===== src/rtl/sigma_delta_pkg.sv =====
// Shared sigma-delta helpers: CIC sizing and offset-binary <-> signed conversion.
package sigma_delta_pkg;

  function automatic int unsigned log2_osr(input int unsigned osr);
    return $clog2(osr);
  endfunction

  function automatic int unsigned cic_width(input int unsigned b, input int unsigned n,
                                            input int unsigned osr);
    return b + n * $clog2(osr);
  endfunction

  // Offset binary and two's complement differ only in the MSB of a b-bit word.
  function automatic logic [31:0] flip_msb(input logic [31:0] v, input int unsigned b);
    return v ^ (32'(1) << (b - 1));
  endfunction

  function automatic logic [31:0] ob_to_signed(input logic [31:0] v, input int unsigned b);
    return flip_msb(v, b);
  endfunction

  function automatic logic [31:0] signed_to_ob(input logic [31:0] v, input int unsigned b);
    return flip_msb(v, b);
  endfunction

endpackage


===== src/rtl/sigma_delta_dac_cic.sv =====
// CIC interpolator: tick-rate comb chain, zero-stuffing, clk-rate integrators, saturated output.
module cic_interpolator
  import sigma_delta_pkg::*;
#(
  parameter int unsigned OSR = 256,
  parameter int unsigned N   = 2,
  parameter int unsigned B   = 16
) (
  input  logic                clk,
  input  logic                rst_n,
  input  logic                tick,
  input  logic signed [B-1:0] din,
  output logic signed [B-1:0] dout
);

  localparam int unsigned LOG2  = log2_osr(OSR);
  localparam int unsigned W     = cic_width(B, N, OSR);
  localparam int unsigned SHIFT = (N - 1) * LOG2;

  logic signed [W-1:0] comb_dly [N];
  logic signed [W-1:0] comb_tap [N];
  logic signed [W-1:0] comb_acc;
  logic signed [W-1:0] comb_out;
  logic                stuff_en;
  logic signed [W-1:0] integ [N];
  logic signed [W-1:0] shifted;
  logic signed [B-1:0] y_sat;

  // Comb chain evaluated on the incoming sample; taps feed the tick-rate delays.
  always_comb begin
    comb_acc = W'(din);
    for (int i = 0; i < N; i++) begin
      comb_tap[i] = comb_acc;
      comb_acc    = comb_acc - comb_dly[i];
    end
  end

  always_ff @(posedge clk or negedge rst_n) begin
    if (!rst_n) begin
      comb_out <= '0;
      stuff_en <= 1'b0;
      for (int i = 0; i < N; i++) begin
        comb_dly[i] <= '0;
        integ[i]    <= '0;
      end
    end else begin
      stuff_en <= tick;
      if (tick) begin
        comb_out <= comb_acc;
        for (int i = 0; i < N; i++) comb_dly[i] <= comb_tap[i];
      end
      integ[0] <= integ[0] + (stuff_en ? comb_out : '0);
      for (int i = 1; i < N; i++) integ[i] <= integ[i] + integ[i-1];
    end
  end

  // Drop the OSR^(N-1) gain, then clamp to the sample range.
  assign shifted = integ[N-1] >>> SHIFT;

  always_comb begin
    y_sat = shifted[B-1:0];
    if (shifted[W-1:B-1] != {(W-B+1){shifted[W-1]}})
      y_sat = shifted[W-1] ? {1'b1, {(B-1){1'b0}}} : {1'b0, {(B-1){1'b1}}};
  end

  always_ff @(posedge clk or negedge rst_n) begin
    if (!rst_n) dout <= '0;
    else        dout <= y_sat;
  end

endmodule


===== src/rtl/sigma_delta_dac.sv =====
// 1-bit sigma-delta DAC: sample handshake, tick counter, CIC interpolator and modulator.
// Define SIGMA_DELTA_DAC_2ND_ORDER_EN for a second-order modulator (first-order otherwise).
module sigma_delta_dac
  import sigma_delta_pkg::*;
#(
  parameter int unsigned OVERSAMPLE_RATE = 256,
  parameter int unsigned CIC_STAGES      = 2,
  parameter int unsigned DAC_BITLEN      = 16
) (
  input  logic                  clk,
  input  logic                  rst_n,
  input  logic [DAC_BITLEN-1:0] dac_input,
  input  logic                  dac_valid,
  output logic                  dac_ready,
  output logic                  dac_underflow,
  output logic                  dac_pin
);

  localparam int unsigned B     = DAC_BITLEN;
  localparam int unsigned CNT_W = log2_osr(OVERSAMPLE_RATE);
  localparam logic [CNT_W-1:0] CNT_LAST = CNT_W'(OVERSAMPLE_RATE - 1);

  logic [CNT_W-1:0]    cnt;
  logic [CNT_W-1:0]    cnt_next_c;
  logic                tick_c;
  logic                accept_c;
  logic                full;
  logic                full_next_c;
  logic                underflow_c;
  logic [B-1:0]        hold;
  logic signed [B-1:0] last_x;
  logic signed [B-1:0] cic_in_c;
  logic signed [B-1:0] y;

  assign cnt_next_c = cnt + CNT_W'(1);
  assign tick_c     = (cnt == CNT_LAST);
  assign accept_c   = dac_valid & dac_ready;

  // Sample source at tick: holding register, then bypass, then repeat-last.
  always_comb begin
    cic_in_c    = last_x;
    full_next_c = full;
    underflow_c = 1'b0;
    if (tick_c) begin
      if (full) begin
        cic_in_c    = B'(ob_to_signed(32'(hold), B));
        full_next_c = accept_c;
      end else if (dac_valid) begin
        cic_in_c    = B'(ob_to_signed(32'(dac_input), B));
      end else begin
        underflow_c = 1'b1;
      end
    end else if (accept_c) begin
      full_next_c = 1'b1;
    end
  end

  always_ff @(posedge clk or negedge rst_n) begin
    if (!rst_n) begin
      cnt           <= '0;
      full          <= 1'b0;
      hold          <= '0;
      last_x        <= '0;
      dac_ready     <= 1'b1;
      dac_underflow <= 1'b0;
    end else begin
      cnt           <= cnt_next_c;
      full          <= full_next_c;
      dac_underflow <= underflow_c;
      // Ready is precomputed from next-cycle state so it never depends on valid.
      dac_ready     <= !full_next_c | (cnt_next_c == CNT_LAST);
      if (accept_c && full_next_c) hold <= dac_input;
      if (tick_c) last_x <= cic_in_c;
    end
  end

  cic_interpolator #(
    .OSR (OVERSAMPLE_RATE),
    .N   (CIC_STAGES),
    .B   (B)
  ) u_cic (
    .clk   (clk),
    .rst_n (rst_n),
    .tick  (tick_c),
    .din   (cic_in_c),
    .dout  (y)
  );

`ifdef SIGMA_DELTA_DAC_2ND_ORDER_EN
  localparam int unsigned EW = B + 4;
  localparam logic signed [EW-1:0] FB_POS = EW'(64'(1) << (B - 1));

  logic signed [EW-1:0] e1;
  logic signed [EW-1:0] e2;
  logic signed [EW-1:0] fb_c;
  logic signed [EW-1:0] e1_next_c;
  logic signed [EW-1:0] e2_next_c;

  function automatic logic signed [EW-1:0] sat_sum(input logic signed [EW-1:0] a,
                                                   input logic signed [EW-1:0] b,
                                                   input logic signed [EW-1:0] c);
    logic signed [EW+1:0] s;
    s = (EW+2)'(a) + (EW+2)'(b) - (EW+2)'(c);
    if (s[EW+1:EW-1] != {3{s[EW+1]}})
      return s[EW+1] ? {1'b1, {(EW-1){1'b0}}} : {1'b0, {(EW-1){1'b1}}};
    return s[EW-1:0];
  endfunction

  assign fb_c      = dac_pin ? FB_POS : -FB_POS;
  assign e1_next_c = sat_sum(e1, EW'(y), fb_c);
  assign e2_next_c = sat_sum(e2, e1_next_c, fb_c);

  always_ff @(posedge clk or negedge rst_n) begin
    if (!rst_n) begin
      e1      <= '0;
      e2      <= '0;
      dac_pin <= 1'b0;
    end else begin
      e1      <= e1_next_c;
      e2      <= e2_next_c;
      dac_pin <= !e2_next_c[EW-1];
    end
  end
`else
  logic [B-1:0] acc;
  logic [B:0]   acc_next_c;

  // Carry out of the phase accumulator is the output bit.
  assign acc_next_c = {1'b0, acc} + {1'b0, B'(signed_to_ob(32'(y), B))};

  always_ff @(posedge clk or negedge rst_n) begin
    if (!rst_n) begin
      acc     <= '0;
      dac_pin <= 1'b0;
    end else begin
      acc     <= acc_next_c[B-1:0];
      dac_pin <= acc_next_c[B];
    end
  end
`endif

endmodule


===== config.mk =====
export PLATFORM = sky130hd
export DESIGN_NAME = sigma_delta_dac
export DESIGN_NICKNAME = d
export VERILOG_FILES = /design/src/rtl/sigma_delta_pkg.sv /design/src/rtl/sigma_delta_dac_cic.sv /design/src/rtl/sigma_delta_dac.sv
export SDC_FILE = /design/constraint.sdc
export NUM_CORES = 1
export LEC_CHECK = 0
export BUFFER_PORTS_ARGS = -buffer_cell sky130_fd_sc_hd__buf_2
export CELL_PAD_IN_SITES_DETAIL_PLACEMENT = 0
export CELL_PAD_IN_SITES_GLOBAL_PLACEMENT = 1
export CORE_MARGIN = 1.5
export CORE_UTILIZATION = 30
export CTS_BUF_LIST = sky130_fd_sc_hd__clkbuf_4 sky130_fd_sc_hd__clkbuf_8
export CTS_CLUSTER_SIZE = 20
export DETAILED_ROUTE_END_ITERATION = 10
export PLACE_DENSITY = 0.61
export RECOVER_POWER = 100
export REMOVE_ABC_BUFFERS = 1
export SLEW_MARGIN = 20
export SYNTH_ARGS = -nofsm -noshare
export SYNTH_HDL_FRONTEND = slang
export SYNTH_SLANG_ARGS = --single-unit

===== constraint.sdc =====
create_clock -name clk -period 6.7 [get_ports clk]
set_clock_uncertainty 0.05 [all_clocks]
set_input_delay 1.34 -clock clk [delete_from_list [all_inputs] [get_ports clk]]
set_output_delay 1.34 -clock clk [all_outputs]
set_load 0.005 [all_outputs]

# After elaboration in Yosys (flattened, before gate mapping)

Index checks and enable logic that the tools add are counted.

Word-level logic and storage cells: 43
Register bits: 221
Input port bits: 19

Eq/ne operators: 3
Muxes and demuxes: 12
Bitwise gates (word level): 5
Reductions and logical operators: 2
Add/subtract/negate cells: 6

Operators with widths:

| operator                                                       | count |
|---|---|
| 16-bit 2-to-1 mux                                              | 5 |
| 32-bit adder                                                   | 2 |
| 32-bit 2-to-1 mux                                              | 1 |
| 32-bit subtractor                                              | 1 |
| 16-bit by 16-bit adder with 17-bit output                      | 1 |
| 16-bit by 16-bit subtractor with 17-bit output                 | 1 |
| 8-bit == test (second input constant)                          | 2 |
| 8-bit by 1-bit adder with 8-bit output (second input constant) | 1 |
| 8-bit inequality test                                          | 1 |
| 1-bit 2-to-1 mux                                               | 6 |
| 1-bit inverter                                                 | 3 |
| 1-bit AND                                                      | 1 |
| 1-bit logical AND                                              | 1 |
| 1-bit logical NOT                                              | 1 |
| 1-bit bitwise OR                                               | 1 |

# Logic depth before layout (Yosys ltp)

Gate-level depths: netlist of run 1.

Depth after elaboration: 6
Mapped depth: 27
Gate-level depth less buffers: 26

# Hierarchy

Synthesis of run 1 repeated with hierarchy kept, for this count alone.

Cells, all modules: 1290
Area total of the unflattened synthesis: 12370.6 sq um

By module, submodules not included:

| module           | cells each | area each (sq um) | times used | sequential area each (sq um) |
|---|---|---|---|---|
| cic_interpolator | 1009       | 9248.9            | 1          | 3303.2 |
| sigma_delta_dac  | 281        | 3121.7            | 1          | 1502.7 |

# Worst setup path after synthesis of run 1

OpenSTA, ideal clock, no wires.

Path kind: input to register
Start point: in dac_valid
End point: reg u_cic.comb_out[29]
Data arrival time: 5.337 ns
Cell stages on the path: 21
Slack: 1.244 ns
Required time: 6.581 ns
Library setup time: 0.069 ns
Cells stage by stage: nor2b_1 clkbuf_1 a22oi_1 o21ai_0 ha_1 o21ai_0 a21boi_1 o21ai_0 a21boi_1 or2_2 a21oi_1 a2bb2oi_1 a21boi_0 ha_1 a21o_1 a21o_1 a211o_1 a21o_1 a2111oi_0 a211oi_1 nand2_1

RTL lines:

| what                 | line                      | text |
|---|---|---|
| from (decl)          | sigma_delta_dac.sv:13     | `input logic dac_valid,` |
| to (signal assigned) | sigma_delta_dac_cic.sv:49 | `comb_out <= comb_acc;` |
| to (decl)            | sigma_delta_dac_cic.sv:23 | `logic signed [W-1:0] comb_out;` |

==> impl_metrics.json, run 1 <==
{
  "worst_r2r_start": "cnt[3]$_DFF_PN0_",
  "grt_overflow_total": 0,
  "critPathCaptureType": "flop",
  "drc_errors": 0,
  "synth_edf_count": 0,
  "run_status": "complete, but fails checks",
  "critical_path_start": "dac_valid",
  "cts-hold-fix-buffers": 0,
  "tritoncts.num_buffers": 17,
  "synth.avg_cell_area_sq_um": 9.44,
  "wire_length_of_the_first_global_routing_pass_mm": 40.3,
  "maxSlewHeadroom_pct": -96.1,
  "synthCells": 1254,
  "portBuffers": 21,
  "postSynthRegisterBits": 190,
  "violations_in_the_final_reports": "max-capacitance violations, max-slew violations",
  "critical-path-max-stage-delay_ns": 0.79,
  "crit_slowest_cell": "a211oi_1",
  "cp_data_required_time_ns": 6.98,
  "worstRegToRegCells": 24,
  "cp_cell_sequence": "buf_2 -> o21ai_0 -> clkbuf_1 -> nand2_1 -> o21ai_0 -> ha_1 -> o21ai_0 -> a21boi_0 -> o21ai_0 -> a21boi_0 -> or2_2 -> a21oi_1 -> a2bb2oi_1 -> a21boi_0 -> ha_1 -> o21a_1 -> o31a_1 -> a21o_1 -> a2111oi_0 -> a211oi_1 -> nand2_1",
  "yosysUniqueCellTypes": 69,
  "routed-via-count": 8440,
  "worstPathMaxFanout": 15,
  "clk_latency_ns": 0.49,
  "post-route-util_pct": 33.4,
  "wl_mm": 22.8,
  "ir_drop_v": 0.000146,
  "tritoncts": "built",
  "placeableCoreArea_sq_um": 38800,
  "clkSlewWorstSetupHoldPaths_ns": 0.09,
  "fin_crit_sh_pct": 89.8,
  "worst_setup_path_start_kind": "input pin",
  "proportion_of_layout_cells_with_a_drive_suffix_above_1_pct": 7.08,
  "first_global_vias": 8588,
  "cts_post_setup_buffers_inserted": 0,
  "drv.max_cap_violation_count": 6,
  "critical_path_buf_inv_count": 2,
  "ant_nets": 0,
  "grt_start_max_net_pins": 72,
  "cp_top_family": "compound AO/OA/AOI/OAI gates",
  "crit-reg2reg-capture": "u_cic.comb_out[29]$_DFFE_PN0N_",
  "cts.repair.resized": 0,
  "antenna_cells": 0,
  "cts_htree_levels": 4,
  "timing.final.hold_violations": 0,
  "final-setup-viol-count": 0,
  "final_nets": 1409,
  "power.density_nw_per_um2": 182,
  "io_pins": 22,
  "floorplan.initialDensity_pct": 30.5,
  "grt_setup_unrepaired": "no",
  "final-max-slew-violation-count": 247,
  "period_minus_slack_ns": 6.02,
  "total_power_mw": 2.36,
  "areaGrowthSynthToFinish_pct": 9.55,
  "die_h_um": 202,
  "timing.critical_path.arrival_ns": 6.30,
  "holdPathStages": 1,
  "gp_congestion": 0.771,
  "reg2reg_setup_slack_ns": 0.70,
  "wl_per_cell_um": 12.7,
  "grt.total_usage_pct": 12.0,
  "clock-sinks": 190,
  "final.fill_count": 4034,
  "whs_endpoint": "acc[0]$_DFF_PN0_",
  "worst-setup-path-type": "in -> reg",
  "die_w_um": 202,
  "synth-async-reset-ratio_pct": 100,
  "die_outline_area_sq_um": 40700,
  "min_from": "u_cic.dout[0]$_DFF_PN0_",
  "fmax_ghz": 0.166,
  "hold_path.class": "reg -> reg",
  "netlist_area_sq_um": 11800,
  "grt_antenna_before_repair": 0,
  "synth_ff_type": "dfrtp_1",
  "cts_root_buf": "clkbuf_8",
  "ys_seq_area_share_pct": 40.2,
  "ys.warnings.count": 0,
  "row_count": 72,
  "drtIter0Drc": 317,
  "route.detailed.vias_per_inst": 4.68,
  "critPathMostFrequentCell": "o21ai_0",
  "dp_hpwl_mm": 17.3,
  "worst_slew_pin_slew_ns": 2.94,
  "p_leak_nw": 6.62,
  "drtPass1Iterations": 5,
  "clk_path_buf_depth": 2
}
[cell usage in the layout (no fill, tap or decap), types with 8 or more instances in the layout]
cell type  netlist  routed
nor2_1          74      74
dfrtp_1        189     189
nand2_1        126     126
o21a_1          29      29
nor2b_1         20      21
and2_1          35      33
a21oi_1         77      77
a21boi_0         5       8
o31ai_1          8       8
a31oi_1         12      12
clkbuf_8         0      18
and3_1          11      11
xnor2_1         67      67
a21o_1          48      48
nor3_1          19      19
nand3_1         27      27
mux2_2          21      21
inv_1           69      70
or2_2            9       8
ha_1           113     113
buf_2            0      17
a22oi_1         15      15
xor2_1          26      26
nand2b_1        12      12
o21ai_0        109     112
[cell usage after synthesis (all sizes together), types with 4 or more instances]
cell / count / share of area (%)
fa: 5 / 0.85
nor2b: 22 / 1.2
or2: 9 / 0.48
nand2b: 12 / 0.63
inv: 70 / 2.2
xnor2: 67 / 5.0
o21a: 29 / 1.8
nand4: 7 / 0.37
clkbuf: 29 / 0.92
a21o: 48 / 3.0
o21bai: 6 / 0.38
a31oi: 12 / 0.63
and3: 11 / 0.58
o31ai: 8 / 0.51
o31a: 4 / 0.30
xor2: 26 / 1.9
nand3: 27 / 1.1
nand2: 126 / 4.0
a221oi: 4 / 0.30
o211ai: 7 / 0.44
a2111oi: 4 / 0.45
nor2: 74 / 2.3
ha: 113 / 12
and2: 35 / 1.9
o21ai: 113 / 4.8
dfrtp: 189 / 40
nor3: 19 / 0.80
a22oi: 15 / 0.95
a211oi: 5 / 0.32
mux2: 21 / 2.0
a21boi: 8 / 0.51
a21oi: 77 / 3.3
a211o: 4 / 0.30
[flip-flops by register name, indices dropped and copies added, names as in the netlist, 8 cells and up]
register / count
u_cic.integ: 64
u_cic.comb_out: 32
u_cic.comb_dly: 17
acc: 16
hold: 16
last_x: 16
u_cic.dout: 16
cnt: 8
[per-stage QoR]
| stage | hold slack (ns) | setup TNS [ns] | worst slack (ns) | instance area (sq um) | std cells |
|---|---|---|---|---|---|
| after floorplan | 0.373 | -9.91 | -0.625 | 11700 | 1223 |
| after global placement | 0.400 | 0 | 0.644 | 12600 | 1771 |
| after detailed placement | 0.409 | 0 | 0.519 | 12600 | 1771 |
| after CTS | 0.431 | 0 | 0.769 | 13000 | 1803 |
| after global routing | 0.446 | 0 | 0.149 | 13000 | 1803 |
| final | 0.424 | 0 | 0.682 | 13000 | 1803 |
[logic make-up (layout without fill, tap and decap cells)]
logic type                 Yosys count  count (layout)  share of synthesized area (%)
AOI/OAI and AO/OA                  371             371                           20.3
DFF                                190             190                           40.2
muxes                               23              23                           2.17
xor gates and xnor gates            93              93                           6.88
and+or+nand+nor                    358             358                           14.5
adders and majority gates          118             118                           12.8
buffers and inverters              101             132                           3.20
[where the power goes]
group / internal, mW / leakage, nW / switching [mW]
clock: 0.504 / 0.241 / 0.417
combinational: 0.119 / 3.97 / 0.160
sequential: 1.16 / 2.41 / 0.00505
total: 1.78 / 6.62 / 0.582
[cell type report]
class	instances	area [sq um]	area share [%]
clock buffers	21	270	2.08
clock inverters	11	214	1.65
inverters	70	263	2.03
multi-input cells	963	6660	51.4
flip-flops and latches	190	4760	36.7
well taps	518	648	5.00
repair buffers	30	151	1.17
[worst max-delay path by stage]
stage	to	slack [ns]	cells past startpoint
finish	u_cic.comb_out[29]$_DFFE_PN0N_	0.68	21
global route	u_cic.comb_out[31]$_DFFE_PN0N_	0.15	24
CTS	u_cic.comb_out[29]$_DFFE_PN0N_	0.77	26
detailed placement	u_cic.comb_out[31]$_DFFE_PN0N_	0.52	21
global placement	u_cic.comb_out[29]$_DFFE_PN0N_	0.64	21
floorplan	u_cic.comb_out[29]$_DFFE_PN0N_	-0.63	25
[metal layers]
metal | global-route usage, % | vias up | wire [um]
met2 | 19.9 | 59 | 10500
met3 | 2.49 | 12 | 468
met4 | 2.96 | 0 | 182
li1 | - | 4493 | -
met1 | 15.9 | 3876 | 11700
met5 | 0 | - | 0
Power figures use the tool's default switching activity.
==> inputs of run 2 (changes only) <==
==> constraint.sdc (replaced) <==
create_clock -name clk -period 6.7 [get_ports clk]
set_clock_uncertainty 0.05 [all_clocks]
set_input_delay 1.005 -clock clk [delete_from_list [all_inputs] [get_ports clk]]
set_output_delay 1.005 -clock clk [all_outputs]
set_load 0.005 [all_outputs]
==> run 2 against run 1 <==
The flow still finishes with violations (max-capacitance violations, max-slew violations). Fmax up 4.2%. First-iteration DRC count up 4.1%. Critical endpoint is now u_cic.comb_out[24]$_DFFE_PN0N_. Total power down 4.7%. Final cell count unchanged. Count of clock-buffer cells in the layout down 3. Global-route usage up 0.11 points. Worst setup slack better by 0.24 ns. Combinational power about the same.
==> impl_metrics.json, run 2 (synthesized netlist as in run 1, its figures left out) <==
{
  "dpl.cell_count": 1771,
  "postLayoutSetupSlackWorst_ns": 0.922,
  "flip_flop_count_of_the_largest_register_all_copies_and_words_added": 64,
  "totalNegativeSetupSlack_ns": 0,
  "die_h_um": 202,
  "fmax_ghz": 0.173,
  "final_nets": 1409,
  "worstRegToRegCells": 27,
  "critPathCaptureType": "flop",
  "holdPathStages": 1,
  "drtPass1Iterations": 4,
  "layout_common_cells": "dfrtp_1 (189), nand2_1 (126), ha_1 (113), o21ai_0 (112), a21oi_1 (77)",
  "grt_setup_unrepaired": "no",
  "pre_cts_slack_ns": 0.688,
  "layout_commonest_cell": "dfrtp_1",
  "p_seq_share_pct": 51.6,
  "final-max-slew-violation-count": 212,
  "grt.total_usage_pct": 12.1,
  "die_w_um": 202,
  "fin_crit_sh_pct": 86.2,
  "proportion_of_layout_cells_with_a_drive_suffix_above_1_pct": 7.32,
  "wl_per_cell_um": 12.7,
  "timing.final.hold_violations": 0,
  "cts.repair.resized": 0,
  "clkSlewWorstSetupHoldPaths_ns": 0.11,
  "tritoncts.num_buffers": 17,
  "die_outline_area_sq_um": 40700,
  "maxSlewHeadroom_pct": -81.3,
  "grt_antenna_before_repair": 0,
  "top_register": "u_cic.integ",
  "dp_hpwl_mm": 17.3,
  "total_power_mw": 2.25,
  "wire_length_of_the_first_global_routing_pass_mm": 40.6,
  "tritoncts": "built",
  "wl_mm": 23.0,
  "power_switching_uw": 648,
  "run_status": "complete, but fails checks",
  "biggestRegsByFlops": "u_cic.integ: 64 flops, u_cic.comb_out: 32 flops, u_cic.comb_dly: 17 flops",
  "dpl-instance-area_sq_um": 12600,
  "period_minus_slack_ns": 5.78,
  "drc_errors": 0,
  "power.density_nw_per_um2": 174,
  "intPower_mw": 1.60,
  "portBuffers": 21,
  "ant_nets": 0,
  "ir_drop_v": 0.000136,
  "cts_post_setup_buffers_inserted": 0,
  "worst-setup-path-type": "reg -> reg",
  "placeableCoreArea_sq_um": 38800,
  "grt_start_max_net_pins": 72,
  "row_count": 72,
  "clock-sinks": 190,
  "areaGrowthSynthToFinish_pct": 9.12,
  "routed-via-count": 8544,
  "worstPathMaxFanout": 39,
  "route.detailed.vias_per_inst": 4.74,
  "drtIter0Drc": 330,
  "io_pins": 22,
  "final_area_sq_um": 12900,
  "worst_slew_pin_slew_ns": 2.72,
  "cp_data_required_time_ns": 7.10,
  "comb_power_share_pct": 12.5,
  "grt_overflow_total": 0,
  "cts_root_buf": "clkbuf_8",
  "clkPwrFrac_pct": 35.9,
  "clk_latency_ns": 0.52,
  "worst_setup_path_start_kind": "flop",
  "first_global_vias": 8616,
  "timing.critical_path.arrival_ns": 6.18,
  "p_leak_nw": 6.61,
  "drv.max_cap_violation_count": 4,
  "final-setup-viol-count": 0,
  "hold_path.class": "reg -> reg",
  "antenna_cells": 0,
  "cts_htree_levels": 4,
  "floorplan.initialDensity_pct": 30.5,
  "gp_congestion": 0.756,
  "final_cell_count_without_fillers": 1803,
  "clk_path_buf_depth": 2,
  "cts-hold-fix-buffers": 0,
  "violations_in_the_final_reports": "max-capacitance violations, max-slew violations",
  "share_of_total_power_consumed_by_net_switching_pct": 28.8
}
-- run 2: cell count changes in the layout (fill, tap and decap cells not counted), sizes merged --
cell / change
inv: +4
bufinv: -5
clkinvlp: -1
clkbuf: -6
buf: +3
clkinv: +5
-- run 2: cell type report --
| class | count | area [sq um] |
|---|---|---|
| inverter | 70 | 263 |
| clock buffer | 18 | 248 |
| timing repair buffer | 30 | 160 |
| tap | 518 | 648 |
| multi-input combinational | 963 | 6660 |
| clock inverter | 14 | 178 |
| sequential | 190 | 4760 |
| fill | 3985 | 25900 |
-- run 2: worst max-delay path, cell delays in order (launching register included) --
cell	delay (ns)
dfrtp_1	0.46
and3_1	0.20
and3_1	0.20
nand3_1	0.10
buf_4	0.32
nor2_1	0.08
a21oi_1	0.15
nor2_1	0.05
nor2_1	0.15
inv_1	0.06
ha_1	0.20
fa_1	0.41
nor2b_1	0.11
o21ai_0	0.09
a21boi_0	0.26
o21a_1	0.18
o21ai_0	0.08
nand2b_1	0.08
a21o_1	0.18
xor2_1	0.20
ha_1	0.32
a21o_1	0.18
a21oi_1	0.13
o21a_1	0.16
a21oi_1	0.14
o311a_1	0.35
o21ai_0	0.59
o21a_1	0.22
-- run 2: final timing paths --
kind / slack [ns] / endpoint / from
hold / removal: 0.42 / acc[0]$_DFF_PN0_ / u_cic.dout[0]$_DFF_PN0_
min in group asynchronous: 1.32 / u_cic.integ[8]$_DFF_PN0_ / rst_n
max in group asynchronous: 2.39 / dac_underflow$_DFF_PN0_ / rst_n
hold reg to reg: 0.42 / acc[0]$_DFF_PN0_ / u_cic.dout[0]$_DFF_PN0_
setup / recovery: 0.92 / u_cic.comb_out[24]$_DFFE_PN0N_ / cnt[2]$_DFF_PN0_
setup reg to reg: 0.92 / u_cic.comb_out[24]$_DFFE_PN0N_ / cnt[2]$_DFF_PN0_
-- run 2: layer usage --
layer,share of wire (%),routed length [um],vias to the layer above,GRT usage [%]
li1,-,-,4502,-
met1,51,11600,3954,15.8
met2,46,10500,75,20.1
met3,2.6,601,13,2.28
met4,1.1,260,0,3.81
met5,0,0,-,0
-- run 2: power by group through the flow --
stage | registers [mW] | logic [mW] | clock network (mW)
2_1_floorplan | 1.18 | 0.207 | 0
3_3_place_gp | 1.18 | 0.284 | 0
3_5_place_dp | 1.18 | 0.286 | 0
4_1_cts | 1.16 | 0.288 | 0.853
5_1_grt | 1.16 | 0.324 | 0.902
6_report | 1.16 | 0.281 | 0.807
-- run 2: per-stage QoR --
stage | utilization (%) | hold WS [ns]
global placement | 32.3 | 0.401
global route | 33.3 | 0.444
detailed placement | 32.3 | 0.406
floorplan | - | 0.373
finish | 33.3 | 0.422
CTS | 33.4 | 0.373
==> inputs of run 3 (changes only) <==
==> constraint.sdc (replaced) <==
create_clock -name clk -period 6.7 [get_ports clk]
set_clock_uncertainty 0.05 [all_clocks]
set_input_delay 1.005 -clock clk [delete_from_list [all_inputs] [get_ports clk]]
set_output_delay 1.005 -clock clk [all_outputs]
set_load 0.1 [all_outputs]
==> run 3 against run 2 <==
Count of clock-buffer cells in the layout is the same. Critical path depth stayed put. Die area is the same. Sequential power is essentially flat. Largest cell class unchanged. Total power about the same. Worst setup slack about the same. The flow still finishes with violations (max-capacitance violations, max-slew violations).
==> impl_metrics.json, run 3 (synthesized netlist as in run 1, its figures left out) <==
{
  "wire_length_of_the_first_global_routing_pass_mm": 40.6,
  "top_register": "u_cic.integ",
  "power.density_nw_per_um2": 174,
  "worst_r2r_start": "cnt[2]$_DFF_PN0_",
  "die_h_um": 202,
  "critical_path_buf_inv_count": 2,
  "run_status": "complete, but fails checks",
  "tritoncts.num_buffers": 17,
  "dpl-instance-area_sq_um": 12600,
  "maxSlewHeadroom_pct": -81.3,
  "crit_slowest_cell": "o21ai_0",
  "worst-setup-path-type": "reg -> reg",
  "layout_commonest_cell": "dfrtp_1",
  "period_minus_slack_ns": 5.78,
  "p_leak_nw": 6.61,
  "total_area_of_sequential_cells_sq_um": 4760,
  "ant_nets": 0,
  "cts.repair.resized": 0,
  "share_of_total_power_consumed_by_net_switching_pct": 28.8,
  "cts_root_buf": "clkbuf_8",
  "ir_drop_v": 0.000136,
  "route.detailed.vias_per_inst": 4.74,
  "footprint_of_the_multi_input_gates_sq_um": 6660,
  "floorplan.initialDensity_pct": 30.5,
  "cp_data_required_time_ns": 7.10,
  "die_outline_area_sq_um": 40700,
  "final_area_sq_um": 12900,
  "p_seq_share_pct": 51.6,
  "routed-via-count": 8542,
  "grt_overflow_total": 0,
  "drtIter0Drc": 330,
  "power_switching_uw": 648,
  "worst_slew_pin_slew_ns": 2.72,
  "grt_setup_unrepaired": "no",
  "cts_post_setup_buffers_inserted": 0,
  "critPathCaptureType": "flop",
  "critical-path-max-stage-delay_ns": 0.59,
  "clock-sinks": 190,
  "grt_antenna_before_repair": 0,
  "gp_congestion": 0.756,
  "cts-hold-fix-buffers": 0,
  "areaGrowthSynthToFinish_pct": 9.11,
  "min_from": "u_cic.dout[0]$_DFF_PN0_",
  "final-setup-viol-count": 0,
  "layout_common_cells": "dfrtp_1 (189), nand2_1 (126), ha_1 (113), o21ai_0 (112), a21oi_1 (77)",
  "cts_htree_levels": 4,
  "final_nets": 1409,
  "io_pins": 22,
  "worstPathMaxFanout": 39,
  "row_count": 72,
  "clkPwrFrac_pct": 35.9,
  "antenna_cells": 0,
  "total_power_mw": 2.25,
  "cp_top_family": "compound AO/OA/AOI/OAI gates",
  "die_w_um": 202,
  "placeableCoreArea_sq_um": 38800,
  "drtPass1Iterations": 4,
  "hold_path.class": "reg -> reg",
  "worstRegToRegCells": 27,
  "comb_power_share_pct": 12.5,
  "final.fill_count": 3985,
  "proportion_of_layout_cells_with_a_drive_suffix_above_1_pct": 7.24,
  "intPower_mw": 1.60,
  "drc_errors": 0,
  "whs_endpoint": "acc[0]$_DFF_PN0_",
  "fmax_ghz": 0.173,
  "timing.critical_path.arrival_ns": 6.18,
  "wl_per_cell_um": 12.7,
  "fin_crit_sh_pct": 86.2,
  "drv.max_cap_violation_count": 4,
  "postLayoutSetupSlackWorst_ns": 0.922,
  "worst_setup_path_start_kind": "flop",
  "clkSlewWorstSetupHoldPaths_ns": 0.11,
  "dp_hpwl_mm": 17.3,
  "grt.total_usage_pct": 12.1,
  "pre_cts_slack_ns": 0.688,
  "critical_path_start": "cnt[2]$_DFF_PN0_",
  "violations_in_the_final_reports": "max-capacitance violations, max-slew violations",
  "biggestRegsByFlops": "u_cic.integ: 64 flops, u_cic.comb_out: 32 flops, u_cic.comb_dly: 17 flops",
  "timing.final.hold_violations": 0,
  "crit-reg2reg-capture": "u_cic.comb_out[24]$_DFFE_PN0N_",
  "clk_latency_ns": 0.52,
  "tritoncts": "built",
  "reg2reg_setup_slack_ns": 0.92,
  "final-max-slew-violation-count": 212,
  "portBuffers": 21,
  "flip_flop_count_of_the_largest_register_all_copies_and_words_added": 64,
  "grt_start_max_net_pins": 72,
  "path_depth": 27,
  "wl_mm": 23.0,
  "holdPathStages": 1,
  "first_global_vias": 8616,
  "clk_path_buf_depth": 2
}
==> run 3: cell count changes in the layout (fill, tap and decap cells not counted) <==
cell      before  now
clkbuf_1       4    5
buf_2         18   17
==> run 3: power by group through the flow <==
| stage | clock network (mW) | logic (mW) | registers, mW |
|---|---|---|---|
| after CTS | 0.853 | 0.288 | 1.16 |
| final | 0.807 | 0.281 | 1.16 |
| after global placement | 0 | 0.284 | 1.18 |
| after floorplan | 0 | 0.207 | 1.18 |
| after detailed placement | 0 | 0.286 | 1.18 |
| after global routing | 0.902 | 0.324 | 1.16 |
==> run 3: layout make-up <==
cell class                 instances  area share [%]
clock buffer                      18            1.92
clock inverter                    14            1.38
inverter                          70            2.03
multi-input combinational        963            51.6
sequential                       190            36.8
tap                              518            5.02
timing repair buffer              30            1.23
==> run 3: per-layer routing <==
metal,global-route usage [%],part of all wire (%)
met1,15.8,51
met2,20.1,46
met3,2.28,2.6
met4,3.81,1.1
met5,0,0
==> run 3: worst max-delay path by stage <==
| stage | endpoint | slack [ns] |
|---|---|---|
| after floorplan | u_cic.comb_out[29]$_DFFE_PN0N_ | -0.63 |
| after CTS | u_cic.comb_out[21]$_DFFE_PN0N_ | 0.94 |
| after global routing | u_cic.comb_out[21]$_DFFE_PN0N_ | 0.18 |
| after detailed placement | u_cic.comb_out[19]$_DFFE_PN0N_ | 0.69 |
| final | u_cic.comb_out[24]$_DFFE_PN0N_ | 0.92 |
| after global placement | u_cic.comb_out[29]$_DFFE_PN0N_ | 0.80 |
==> run 3: metrics by stage <==
stage | util, % | instances | hold WS, ns | TNS [ns]
floorplan | - | 1223 | 0.373 | -9.91
global placement | 32.3 | 1771 | 0.401 | 0
detailed placement | 32.3 | 1771 | 0.406 | 0
CTS | 33.4 | 1803 | 0.373 | 0
global route | 33.3 | 1803 | 0.444 | 0
finish | 33.3 | 1803 | 0.422 | 0
==> run 3: worst reg2reg max path, cell delays in order (launching register included) <==
cell and delay, ns:
dfrtp_1 0.46, and3_1 0.20, and3_1 0.20, nand3_1 0.10, buf_4 0.32, nor2_1 0.09
a21oi_1 0.15, nor2_1 0.05, nor2_1 0.15, inv_1 0.06, ha_1 0.20, fa_1 0.41
nor2b_1 0.11, o21ai_0 0.09, a21boi_0 0.26, o21a_1 0.18, o21ai_0 0.08, nand2b_1 0.08
a21o_1 0.18, xor2_1 0.20, ha_1 0.32, a21o_1 0.18, a21oi_1 0.13, o21a_1 0.16
a21oi_1 0.14, o311a_1 0.35, o21ai_0 0.59, o21a_1 0.22
